<file path="src/rtl/k_fifo_rd_stream_t1.sv">
// k_fifo_rd_stream_t1: pops an async-FIFO read port into a 2-entry registered valid/ready stream with pop/stall stats
module k_fifo_rd_stream_t1 #(
  parameter int data_size = 8,
  parameter int cnt_size = 16
) (
  input  logic                 rclk,
  input  logic                 rrst,
  input  logic [data_size-1:0] rdata,
  input  logic                 rempty,
  output logic                 rget,
  input  logic                 en,
  input  logic                 flush,
  output logic                 o_valid,
  input  logic                 o_ready,
  output logic [data_size-1:0] o_data,
  output logic [1:0]           level,
  output logic [cnt_size-1:0]  pop_cnt,
  output logic [cnt_size-1:0]  stall_cnt
);
  logic [data_size-1:0] head, tail;
  logic take, ld_head, ld_tail;
  assign take = o_valid & o_ready;
  assign rget = ~rrst & ~flush & en & ~rempty & (level != 2'd2 | take);
  assign ld_head = rget & (level == 2'd0 | (take & level == 2'd1));
  assign ld_tail = rget & ~ld_head;
  assign o_valid = level != 2'd0;
  assign o_data = head;
  always_ff @(posedge rclk)
    if (rrst) begin
      level <= '0;
      head <= '0;
      tail <= '0;
      pop_cnt <= '0;
      stall_cnt <= '0;
    end else begin
      pop_cnt <= pop_cnt + cnt_size'(rget);
      if (o_valid && !o_ready && !(&stall_cnt)) stall_cnt <= stall_cnt + cnt_size'(1);
      if (flush) level <= '0;
      else begin
        head <= ld_head ? rdata : take ? tail : head;
        if (ld_tail) tail <= rdata;
        level <= level + 2'(rget) - 2'(take);
      end
    end
endmodule

</file>
<file path="config.mk">
export PLATFORM = sky130hd
export DESIGN_NAME = k_fifo_rd_stream_t1
export DESIGN_NICKNAME = d
export VERILOG_FILES = /design/src/rtl/k_fifo_rd_stream_t1.sv
export SDC_FILE = /design/constraint.sdc
export NUM_CORES = 1
export LEC_CHECK = 0
export BUFFER_PORTS_ARGS = -buffer_cell sky130_fd_sc_hd__buf_2
export CORE_MARGIN = 4
export CORE_UTILIZATION = 48
export CTS_CLUSTER_DIAMETER = 200
export DETAILED_ROUTE_END_ITERATION = 12
export GPL_TIMING_DRIVEN = 0
export PLACE_DENSITY = 0.77
export SYNTH_ARGS = -nofsm -noshare
export SYNTH_HDL_FRONTEND = slang
export SYNTH_SLANG_ARGS = --single-unit
</file>
<file path="constraint.sdc">
create_clock -name rclk -period 2.1 [get_ports rclk]
set_input_delay 0 -clock rclk [delete_from_list [all_inputs] [get_ports rclk]]
set_output_delay 0 -clock rclk [all_outputs]
set_load 0.005 [all_outputs]
</file>
## Word level (Yosys, flattened, before mapping)

Index checks and enable logic that the tools add are counted.

| word-level totals | value |
|---|---|
| register bits after elaboration | 50 |
| bits of input ports | 14 |
| output and inout port bits | 44 |
| logic and storage cells | 38 |

| operators by class | value |
|---|---|
| add/sub/neg operators | 4 |
| equal/unequal tests | 2 |
| muxes and demuxes | 2 |
| bitwise operators | 14 |
| reduce and logical (&&, ||, !) cells | 11 |

Operators by type and width:

| kind | number |
|---|---|
| adder 16 x 1 -> 16 bit | 1 |
| adder 16 x 1 -> 16 bit (second input constant) | 1 |
| 2-to-1 mux 8 bit | 2 |
| AND reduction 16 bit | 1 |
| bitwise AND 1 bit | 8 |
| NOT 1 bit | 4 |
| AND reduction 2 bit | 2 |
| nonzero test 2 bit | 2 |
| adder 2 x 1 -> 2 bit | 1 |
| equality test 2 x 1 -> 1 bit (second input constant) | 1 |
| logical AND 1 bit | 2 |
| zero test 1 bit | 2 |
| zero test 2 bit | 1 |
| != test 2 bit (second input constant) | 1 |
| OR 1 bit | 2 |
| OR reduction 2 bit | 1 |
| subtractor 2 x 1 -> 2 bit | 1 |

## Longest topological paths before layout

| logic depth | value |
|---|---|
| word-level depth | 9 |
| depth in mapped cells | 9 |
| gate-level depth less buffers | 8 |

## Worst setup path before layout

Ideal clock, no wire load.

| timing path | value |
|---|---|
| kind | in2reg |
| start point | input flush |
| end point | register pop_cnt[15] |
| library setup time | 123 ps |
| arrival time | 2067 ps |
| data required time | 1977 ps |
| slack | -90 ps |
| stages | 8 |
| buffers on the path | 1 |
| path through | or4b_4 clkbuf_1 a21oi_1 ha_1 and4_1 nand3_1 nor4_1 mux2_1 |

| between the ends | value |
|---|---|
| longest elaborated chain between the ends | 6 |

Ends and longest elaborated chain:

| item | line | source |
|---|---|---|
| from (decl) | 12 | `input logic flush,` |
| NOT 1 bit (no line) | - |  |
| bitwise AND 1 bit (4 in series) | 23 | `assign rget = ~rrst & ~flush & en & ~rempty & (level != 2'd2 \| take);` |
| net rget | 10 | `output logic rget,` |
| adder 16 x 1 -> 16 bit | 36 | `pop_cnt <= pop_cnt + cnt_size'(rget);` |
| to (signal assigned) | 36 |  |
| to (decl) | 17 | `output logic [cnt_size-1:0] pop_cnt,` |

The timed path passes the listed nets, and every way through them passes these cells.
A chain may end at the register's enable or synchronous reset.

## Worst setup path in the final report

| timing path | value |
|---|---|
| start point | input rrst |
| end point | register pop_cnt[15] |

| between the ends | value |
|---|---|
| longest elaborated chain between the ends | 6 |

Ends and longest elaborated chain:

| item | line | source |
|---|---|---|
| from (decl) | 7 | `input logic rrst,` |
| NOT 1 bit | 23 |  |
| bitwise AND 1 bit (4 in series) | 23 |  |
| adder 16 x 1 -> 16 bit | 36 |  |

Parallel ways exist; a longest one is shown, timed or not.

==> results.ini <==
[logic_synthesis]
ys.flop_type=dfxtp_1
yosys.area.top_type_share=0.426
synthArstFlopShare=0
yosys.area_share.simple=0.265
syn_inst=271
synth_area_leaders=dfxtp_1 43%, a21oi_1 6.6%, a2111oi_1 3.4%
netlist_area_um2=2350
synth_top_family_by_area=simple AND/OR/NAND/NOR gates
synth_compound_area_frac=0.192
synth_xor_xnor_area_share=0.0484
synth.avg_cell_area_um2=8.68
seq_area_frac_synth=0.426
ys_warn_count=0
synth-edff-count=0
synth_area_leader_cell=dfxtp_1
syn-num-nets=290
ys_types=43
synthMuxAreaShare=0.00904
synth_fa_ha_area_frac=0.0266
synth_seq_cells=50

[sta]
max_freq_mhz=489
hold_viol=0
skew_ns=0.00607
slew_violations=0
finalCritPeriodShare=0.973
fin_setup_tns_ns=0
tightest_slew_ns=0.831
slew_headroom=0.430
fin_crit_ns=2.04
setup_viol_count_final=0

[clocking]
clkTransAtPathRegs_ns=0.08
cts_num_sinks=50
cts_tree=yes
insertion_delay_ns=0.30
htreeDepth=2
cts_buffers=5
cts_buffer_depth=2
cts_root_buf=clkbuf_8

[power]
seqPwrFrac=0.560
leakage_nw=1.17
ir_drop_mv=0.259
pwr-share-clk=0.377
power_w=0.00171
p_int_w=0.00133
powerDensity_nw_per_um2=572
switching_share=0.222
p_sw_w=0.000379
pwr-share-comb=0.063

[die]
die_h_um=78.0
io_pins=58
fp.coreArea_um2=4720
rows=25
die_w_um=78.0
start_util=0.498
die_area_um2=6080

[global_routing]
grt_antenna_before_repair=0
track_usage=0.213
grt_overflow_total=0
grt_pass1_wl_um=10800
grt_pass1_vias=2316
grt_max_degree=15

[critical_path]
r2r_slack_ns=0.06
cp-end-kind=flop
startpoint_type=input pin
crit_end=pop_cnt[15]
reg2reg_depth=7
critPathSlowestCell=or4b_4
r2r-start=level[1]
reg2reg_to=pop_cnt[15]
crit_fanout=10
path_cells=buf_2 -> or4b_4 -> buf_4 -> a21oi_4 -> ha_4 -> and4_4 -> nand3_1 -> nor4_2 -> mux2_1
arrival_ns=2.23
max_stage_delay_ns=0.53
crit_type=input pin to flop
worst_ep_required_time_ns=2.29
startpoint=rrst

[finish]
drive_gt1_frac=0.245
stdcell_area_um2=2990
fin_nets=365
final_common_cell=buf_2
diodes=0
final_cell_mix=59 x buf_2, 48 x dfxtp_1, 30 x a21oi_1, 16 x nor2_1, 16 x nand2_1
syn_to_final_growth_pct=27.2

[place]
placed_cell_area_um2=2730
portBuffers=57
place_hpwl_um=4210
gp_congestion=0.856

[status]
status=finished clean

[routing]
drt-initial-drc-count=111
first_pass_iters=4
ant_nets=0
wl_per_cell_um=15.0
wl_um=6190
num_vias=2472
vias_per_cell=5.97
drc=0

[hold_path]
hp-class=input pin to flop

[flow_run]
maxCapViolCount=0

## power by group through the flow
stage	combinational [W]	clock, W	sequential, W
after global placement	0.0000886	0	0.000981
after CTS	0.000103	0.000659	0.000958
after global routing	0.000119	0.000696	0.000959
after floorplan	0.0000493	0	0.000981
final	0.000107	0.000646	0.000958
after detailed placement	0.0000896	0	0.000981
## cell usage after synthesis (7+ instances only)
library cell  number
nand3_1           12
a2111oi_1          8
clkbuf_1           9
nor2_1            16
or3_1              8
o21ai_0            7
nand4_1           12
dfxtp_1           50
nor3_1            11
a21oi_1           31
o21ai_1           11
nand2_1           16
nor4b_1            8
xor2_1             9
## critical path, delay by kind of cell
family	cells	cell delay, ns
compound gates	1	0.18
fa+ha+maj	1	0.16
buf+inv	2	0.34
mux	1	0.36
simple gates	4	1.18
## cells by family after synthesis
kind of cell	count (synthesis)
buffers and inverters	20
XOR/XNOR	13
AND/OR/NAND/NOR	109
adder cells (fa/ha/maj)	5
multiplexers	2
flip-flops	50
AO/OA/AOI/OAI	72
## metal layers
| metal | GRT usage | routed length [um] | vias to the layer above |
|---|---|---|---|
| met5 | 0 | 0 | - |
| met4 | 0.0594 | 89 | 0 |
| met3 | 0.0499 | 430 | 10 |
| met2 | 0.348 | 3070 | 88 |
| met1 | 0.281 | 2600 | 1195 |
| li1 | - | - | 1179 |
## cell type report
cell class / instances / area (um^2)
buffer: 14 / 63.8
clock buffer: 8 / 110
fill: 435 / 1730
inverter: 6 / 22.5
multi-input combinational: 201 / 1320
sequential: 50 / 1010
tap: 67 / 83.8
timing repair buffer: 68 / 388
## state kept, by name, summed over array words and instances, names as in the netlist
name       flops
level          2
o_data         8
pop_cnt       16
stall_cnt     16
tail           8
## worst min path at each step
stage              from  cells past startpoint          end
6_report           rrst                      3  pop_cnt[15]
3_3_place_gp   rdata[5]                      3      tail[5]
4_1_cts            rrst                      3  pop_cnt[15]
5_1_grt            rrst                      3  pop_cnt[15]
2_1_floorplan  rdata[0]                      2      tail[0]
3_5_place_dp   rdata[3]                      3      tail[3]
## timing repair
action	in CTS	in global routing
hold endpoints to repair	8	0
setup buffers	1	2
setup endpoints to repair	8	18
pin swaps	1	2
hold buffers	8	0
resized for setup	4	15
## stage by stage
step / hold slack, ns / cells / utilization / worst slack (ns)
after global placement: 0.254 / 395 / 0.577 / -0.387
after CTS: 0.101 / 412 / 0.621 / 0.00870
after global routing: 0.123 / 414 / 0.634 / -0.00459
after floorplan: 0.136 / 271 / - / 0.0287
final: 0.107 / 414 / 0.634 / 0.0569
after detailed placement: 0.256 / 395 / 0.577 / -0.398
Note: power is estimated with default switching activity, not from simulation.
